===== src/rtl/router_pkg.sv =====
// Shared router definitions: header byte layout and the payload-length helper.
package router_pkg;

  localparam int unsigned HDR_ADDR_W  = 2;
  localparam int unsigned HDR_LEN_LSB = 2;
  localparam int unsigned HDR_BYTE_W  = 8;

  typedef struct packed {
    logic [HDR_BYTE_W-HDR_ADDR_W-1:0] len;
    logic [HDR_ADDR_W-1:0]            addr;
  } hdr_t;

  // Caller zero-extends the byte, so this works for any byte width up to 64.
  function automatic logic [63:0] hdr_len(input logic [63:0] b);
    return b >> HDR_LEN_LSB;
  endfunction

endpackage


===== src/rtl/router_pkt_fifo_if.sv =====
// Write/read bus between a router channel producer/consumer and router_pkt_fifo.
interface router_pkt_fifo_if
  import router_pkg::*;
#(
  parameter int unsigned DATA_W = 8,
  parameter int unsigned DEPTH  = 16
);
  localparam int unsigned CW = $clog2(DEPTH + 1);

  logic              we;
  logic [DATA_W-1:0] din;
  logic              lfd;
  logic              re;
  logic [DATA_W-1:0] dout;
  logic              dout_vld;
  logic              rd_eop;
  logic              empty;
  logic              full;
  logic              almost_full;
  logic [CW-1:0]     count;
  logic [CW-1:0]     pkt_cnt;
  logic [DATA_W-2:0] rd_rem;

  modport master (
    output we, din, lfd, re,
    input  dout, dout_vld, rd_eop, empty, full, almost_full, count, pkt_cnt, rd_rem
  );

  modport slave (
    input  we, din, lfd, re,
    output dout, dout_vld, rd_eop, empty, full, almost_full, count, pkt_cnt, rd_rem
  );

endinterface


===== src/rtl/router_fifo_mem.sv =====
// {tag, data} storage with registered read data plus a combinational view of the head entry.
module router_fifo_mem #(
  parameter  int unsigned WIDTH = 9,
  parameter  int unsigned DEPTH = 16,
  localparam int unsigned AW    = $clog2(DEPTH)
) (
  input  logic             clk,
  input  logic             clr,
  input  logic             we,
  input  logic [AW-1:0]    waddr,
  input  logic [WIDTH-1:0] wdata,
  input  logic             re,
  input  logic [AW-1:0]    raddr,
  output logic [WIDTH-2:0] rdata,
  output logic [WIDTH-1:0] head_c
);

  logic [WIDTH-2:0] data_mem [DEPTH];
  logic [DEPTH-1:0] tag_mem;

  // Data column is never cleared; only tags are.
  always_ff @(posedge clk) begin
    if (we) data_mem[waddr] <= wdata[WIDTH-2:0];
  end

  always_ff @(posedge clk) begin
    if (clr)     tag_mem        <= '0;
    else if (we) tag_mem[waddr] <= wdata[WIDTH-1];
  end

  always_ff @(posedge clk) begin
    if (clr)     rdata <= '0;
    else if (re) rdata <= data_mem[raddr];
  end

  assign head_c = {tag_mem[raddr], data_mem[raddr]};

endmodule


===== src/rtl/router_pkt_fifo.sv =====
// Packet-aware synchronous FIFO for one router output channel.
// Define ROUTER_FIFO_ERR_EN to add sticky ovf_err/udf_err outputs.
module router_pkt_fifo
  import router_pkg::*;
#(
  parameter int unsigned DATA_W    = 8,
  parameter int unsigned DEPTH     = 16,
  parameter int unsigned AFULL_LVL = DEPTH - 2
) (
  input  logic clk,
  input  logic rstn,
  input  logic soft_rst,
`ifdef ROUTER_FIFO_ERR_EN
  output logic ovf_err,
  output logic udf_err,
`endif
  router_pkt_fifo_if.slave bus
);

  localparam int unsigned AW = $clog2(DEPTH);
  localparam int unsigned PW = AW + 1;
  localparam int unsigned CW = $clog2(DEPTH + 1);
  localparam int unsigned RW = DATA_W - 1;

  logic [PW-1:0]     wr_ptr;
  logic [PW-1:0]     rd_ptr;
  logic [CW-1:0]     count_q;
  logic [CW-1:0]     pkt_cnt_q;
  logic [RW-1:0]     rd_rem_q;
  logic              dout_vld_q;
  logic              rd_eop_q;
  logic [DATA_W-1:0] rdata;
  logic [DATA_W:0]   head_c;

  logic              flush_c;
  logic              empty_c;
  logic              full_c;
  logic              wr_ok_c;
  logic              rd_ok_c;
  logic              head_tag_c;
  logic [RW-1:0]     rem_load_c;

  assign flush_c    = !rstn || soft_rst;
  assign empty_c    = (wr_ptr == rd_ptr);
  assign full_c     = (wr_ptr[PW-1] != rd_ptr[PW-1]) && (wr_ptr[PW-2:0] == rd_ptr[PW-2:0]);
  assign wr_ok_c    = bus.we && !full_c;
  assign rd_ok_c    = bus.re && !empty_c;
  assign head_tag_c = head_c[DATA_W];
  // Payload bytes plus the trailing parity byte.
  assign rem_load_c = RW'(hdr_len(64'(head_c[DATA_W-1:0])) + 64'd1);

  router_fifo_mem #(
    .WIDTH (DATA_W + 1),
    .DEPTH (DEPTH)
  ) u_mem (
    .clk    (clk),
    .clr    (flush_c),
    .we     (wr_ok_c && !flush_c),
    .waddr  (wr_ptr[PW-2:0]),
    .wdata  ({bus.lfd, bus.din}),
    .re     (rd_ok_c && !flush_c),
    .raddr  (rd_ptr[PW-2:0]),
    .rdata  (rdata),
    .head_c (head_c)
  );

  // Pointers and occupancy.
  always_ff @(posedge clk) begin
    if (flush_c) begin
      wr_ptr  <= '0;
      rd_ptr  <= '0;
      count_q <= '0;
    end else begin
      if (wr_ok_c) wr_ptr <= wr_ptr + PW'(1);
      if (rd_ok_c) rd_ptr <= rd_ptr + PW'(1);
      if (wr_ok_c && !rd_ok_c)      count_q <= count_q + CW'(1);
      else if (!wr_ok_c && rd_ok_c) count_q <= count_q - CW'(1);
    end
  end

  // Packet tracking on the read side.
  always_ff @(posedge clk) begin
    if (flush_c) begin
      pkt_cnt_q  <= '0;
      rd_rem_q   <= '0;
      dout_vld_q <= 1'b0;
      rd_eop_q   <= 1'b0;
    end else begin
      if ((wr_ok_c && bus.lfd) && !(rd_ok_c && head_tag_c))      pkt_cnt_q <= pkt_cnt_q + CW'(1);
      else if (!(wr_ok_c && bus.lfd) && (rd_ok_c && head_tag_c)) pkt_cnt_q <= pkt_cnt_q - CW'(1);
      if (rd_ok_c) begin
        if (head_tag_c)            rd_rem_q <= rem_load_c;
        else if (rd_rem_q != '0)   rd_rem_q <= rd_rem_q - RW'(1);
      end
      dout_vld_q <= rd_ok_c;
      rd_eop_q   <= rd_ok_c && !head_tag_c && (rd_rem_q == RW'(1));
    end
  end

`ifdef ROUTER_FIFO_ERR_EN
  // Sticky protocol violation flags.
  always_ff @(posedge clk) begin
    if (flush_c) begin
      ovf_err <= 1'b0;
      udf_err <= 1'b0;
    end else begin
      if (bus.we && full_c)  ovf_err <= 1'b1;
      if (bus.re && empty_c) udf_err <= 1'b1;
    end
  end
`endif

  assign bus.dout        = rdata;
  assign bus.dout_vld    = dout_vld_q;
  assign bus.rd_eop      = rd_eop_q;
  assign bus.empty       = empty_c;
  assign bus.full        = full_c;
  assign bus.almost_full = (count_q >= CW'(AFULL_LVL));
  assign bus.count       = count_q;
  assign bus.pkt_cnt     = pkt_cnt_q;
  assign bus.rd_rem      = rd_rem_q;

endmodule

===== src/flat_wrapper.sv =====
// flat-port wrapper written by rule: the top's interface ports become plain ports
module router_pkt_fifo_flat import router_pkg::*;
#(
  parameter int unsigned DATA_W    = 8,
  parameter int unsigned DEPTH     = 16,
  parameter int unsigned AFULL_LVL = DEPTH - 2
)
  (clk, rstn, soft_rst, bus_we, bus_din, bus_lfd, bus_re, bus_dout, bus_dout_vld, bus_rd_eop, bus_empty, bus_full, bus_almost_full, bus_count, bus_pkt_cnt, bus_rd_rem);
  router_pkt_fifo_if #(.DATA_W(DATA_W), .DEPTH(DEPTH)) bus_i ();
  input  logic clk;
  input  logic rstn;
  input  logic soft_rst;
  input wire logic [$bits(bus_i.we)-1:0] bus_we;
  input wire logic [$bits(bus_i.din)-1:0] bus_din;
  input wire logic [$bits(bus_i.lfd)-1:0] bus_lfd;
  input wire logic [$bits(bus_i.re)-1:0] bus_re;
  output wire logic [$bits(bus_i.dout)-1:0] bus_dout;
  output wire logic [$bits(bus_i.dout_vld)-1:0] bus_dout_vld;
  output wire logic [$bits(bus_i.rd_eop)-1:0] bus_rd_eop;
  output wire logic [$bits(bus_i.empty)-1:0] bus_empty;
  output wire logic [$bits(bus_i.full)-1:0] bus_full;
  output wire logic [$bits(bus_i.almost_full)-1:0] bus_almost_full;
  output wire logic [$bits(bus_i.count)-1:0] bus_count;
  output wire logic [$bits(bus_i.pkt_cnt)-1:0] bus_pkt_cnt;
  output wire logic [$bits(bus_i.rd_rem)-1:0] bus_rd_rem;
  assign bus_i.we = bus_we;
  assign bus_i.din = bus_din;
  assign bus_i.lfd = bus_lfd;
  assign bus_i.re = bus_re;
  assign bus_dout = bus_i.dout;
  assign bus_dout_vld = bus_i.dout_vld;
  assign bus_rd_eop = bus_i.rd_eop;
  assign bus_empty = bus_i.empty;
  assign bus_full = bus_i.full;
  assign bus_almost_full = bus_i.almost_full;
  assign bus_count = bus_i.count;
  assign bus_pkt_cnt = bus_i.pkt_cnt;
  assign bus_rd_rem = bus_i.rd_rem;
  router_pkt_fifo #(.DATA_W(DATA_W), .DEPTH(DEPTH), .AFULL_LVL(AFULL_LVL)) u_core (.clk(clk), .rstn(rstn), .soft_rst(soft_rst), .bus(bus_i));
endmodule

===== config.mk =====
export PLATFORM = sky130hd
export DESIGN_NAME = router_pkt_fifo_flat
export DESIGN_NICKNAME = d
export VERILOG_FILES = /design/src/rtl/router_pkg.sv /design/src/rtl/router_pkt_fifo_if.sv /design/src/rtl/router_fifo_mem.sv /design/src/rtl/router_pkt_fifo.sv /design/src/flat_wrapper.sv
export SDC_FILE = /design/constraint.sdc
export NUM_CORES = 1
export LEC_CHECK = 0
export ABC_AREA = 0
export CORE_MARGIN = 3
export CORE_UTILIZATION = 40
export CTS_CLUSTER_SIZE = 25
export DETAILED_ROUTE_END_ITERATION = 7
export GPL_ROUTABILITY_DRIVEN = 1
export HOLD_SLACK_MARGIN = 0.06
export PLACE_DENSITY = 0.66
export SKIP_CTS_REPAIR_TIMING = 1
export SYNTH_ARGS = -nofsm -noshare
export SYNTH_HDL_FRONTEND = slang
export SYNTH_SLANG_ARGS = --single-unit
export TNS_END_PERCENT = 5

===== constraint.sdc =====
create_clock -name clk -period 8.45 [get_ports clk]
set_input_delay 0.845 -clock clk [delete_from_list [all_inputs] [get_ports clk]]
set_output_delay 0.845 -clock clk [all_outputs]
set_load 0.02 [all_outputs]

==> results.cfg <==
[logic_synthesis]
yosysTopAreaCellShare = 0.4799
synth_most_common_cell = edfxtp_1
async_flop_share = 0
synth-edff-count = 128
yosys_warnings = 0
yosysTopAreaCell = edfxtp_1
synthTopCellsByCount = edfxtp_1, nor2_1, dfxtp_1
ys.flop_type = edfxtp_1
avgSynthCellArea_um2 = 14.67
synth_area_leaders = edfxtp_1, dfxtp_1, mux4_2
synth_cell_types = 58
synth_fp_nets = 579
yosysSeqAreaShare = 0.6223
netlist_area_um2 = 8010
syn_inst = 546
ys_ff_latch = 185

[sta]
slew_violations = 0
period_minus_slack_ns = 3.761
rsz0062_at_grt = no
max_freq_mhz = 265.9
fin_crit_sh = 0.4450
setup_violations = 0
relSlewSlack = 0.1791
fin_tns_setup_ns = 0
skew_ns = 0.008462
tightestPinTransition_ns = 1.200
hold_viol = 0

[grt]
grt_pass1_vias = 4607
grtUsageTotal = 0.1568
grt_pass1_wl_um = 26160
globalRouteOverflowTotal = 0
grt_max_degree = 53
antenna_found_initial = 0

[route]
ant_nets = 0
drt-vias-per-instance = 5.369
routedWlPerCell_um = 19.23
drt_wl_total_um = 16500
first_iter_violations = 406
first_pass_iters = 5
drc = 0
vias = 4607

[cells_and_area]
regArea_um2 = 4986
multi_input_area_um2 = 2768
n_fill_cell = 1683
layout-drive-gt1-share = 0.1332
fin_util = 0.4659
nets = 615
design_area_um2 = 9128
syn2layout_area_growth_pct = 13.95
insertedDiodeCount = 0

[placed_design]
gp_congestion = 0.8601
hpwl_um = 10710
postPlaceCellArea_um2 = 8572
place.port_buffers = 43

[outcome]
status = completed

[worst_setup_path]
cp.arrival_ns = 4.09
path_cells = mux4_2 > mux4_2 > nand2_1 > ha_1 > inv_1 > fa_1 > a21o_1 > a21oi_1 > xnor2_1 > or3_1 > a21oi_1
path_class = reg2reg
crit_path_start_kind = flop
worst-path-max-fanout = 11
cp.required_ns = 8.78
crit_buf_inv = 1
critical_path.top_delay_family = multiplexers
cp_slowest_cell = mux4_2
end_kind = flop
max_stage_delay_ns = 0.64

[floorplan]
die_area_um2 = 21760
core_area_um2 = 19590
dieWidth_um = 147.5
initial_core_util = 0.4089
die_h_um = 147.5
core.rowCount = 51
ioPinCount = 44

[power]
vdd_ir_drop_max_mv = 0.1343
p_leak_nw = 3.026
p_per_area_nw_per_um2 = 199.0

[clock_tree]
htreeDepth = 4
cts_root_buffer = clkbuf_16
cts_buffers = 17
cts_sinks = 185
clockBufferDepth = 2
cts_tree = yes
clk_pin_slew_ns = 0.06
clock_latency_ns = 0.43

[job]
drv_cap = 0

[min_path]
min_path_type = reg2reg
[worst reg2reg max path, stage by stage (launching register included)]
cell	delay [ns]
dfxtp_1	0.61
mux4_2	0.57
mux4_2	0.64
nand2_1	0.21
ha_1	0.23
inv_1	0.11
fa_1	0.41
a21o_1	0.17
a21oi_1	0.16
xnor2_1	0.09
or3_1	0.31
a21oi_1	0.14
[flip-flops by register name, summed over array words and instances (netlist names), named ones only]
name	cells
u_core.u_mem.data_mem	128
u_core.u_mem.tag_mem	16
u_core.u_mem.rdata	8
u_core.bus.rd_rem	7
u_core.bus.count	5
u_core.bus.pkt_cnt	5
u_core.rd_ptr	5
u_core.wr_ptr	5
u_core.bus.dout_vld	1
u_core.bus.rd_eop	1
[power by group]
part / internal, mW / total, mW / switching [mW]
combinational: 0.0376 / 0.0889 / 0.0513
clock: 0.408 / 0.747 / 0.339
sequential: 0.973 / 0.980 / 0.00730
[worst paths after layout]
path | depth (start not counted) | slack [ns] | to | startpoint
hold / removal | 2 | 0.47 | u_core.u_mem.rdata[7] | u_core.u_mem.rdata[7]
setup reg to reg | 11 | 4.69 | u_core.bus.pkt_cnt[4] | u_core.rd_ptr[0]
setup / recovery | 11 | 4.69 | u_core.bus.pkt_cnt[4] | u_core.rd_ptr[0]
hold reg to reg | 2 | 0.47 | u_core.u_mem.rdata[7] | u_core.u_mem.rdata[7]
[cell usage in the layout, fill, tap and decap left out, drive strengths merged, types with 3 or more instances in the layout]
cell           synthesis  layout
clkdlybuf4s50          0      43
a2111oi                3       3
dfxtp                 57      57
clkinv                 0       6
ha                    17      17
nand4                  9       9
clkbuf                14      19
or3                    4       4
inv                   11      15
nor2                  65      65
a22oi                  8       8
and2                   4       4
mux2i                 21      21
nor2b                  5       5
nand3                  8       8
a21oi                 29      29
mux4                  40      40
xor2                  11      11
xnor2                 13      13
a21o                   4       4
edfxtp               128     128
nand2                 45      45
o21ai                  9       9
[routing by layer]
metal | GRT usage | wire, µm | share of wire
met3 | 0.03556 | 858 | 0.052
met5 | 0 | 0 | 0
met2 | 0.2519 | 8028 | 0.49
met4 | 0.04427 | 303 | 0.018
met1 | 0.2164 | 7306 | 0.44
[per-stage QoR]
stage          hold slack (ns)  std cells  power (mW)  setup slack (ns)
2_1_floorplan           0.4582        546       1.058             5.220
3_3_place_gp            0.4673        827       1.085             4.414
3_5_place_dp            0.4669        827       1.089             4.346
4_1_cts                 0.4758        857       1.829             4.660
5_1_grt                 0.4953        858       1.876             4.388
6_report                0.4727        858       1.816             4.689
[layout make-up]
cell class,instances,area share
inverter,11,0.004524
sequential,185,0.5463
timing repair buffer,46,0.04935
clock buffer,18,0.04702
clock inverter,12,0.01330
tap,265,0.03633
multi-input combinational,321,0.3032
[cells by family (layout without fill, tap and decap cells)]
group	Yosys count	count (layout)	synth area share
multiplexers	61	61	0.1434
buffers and inverters	40	87	0.03249
AO/OA/AOI/OAI	64	64	0.05373
adder cells (fa/ha/maj)	19	19	0.03155
XOR/XNOR	24	24	0.02624
flip-flops	185	185	0.6223
AND/OR/NAND/NOR	153	153	0.09028
Power figures use the tool's default switching activity.
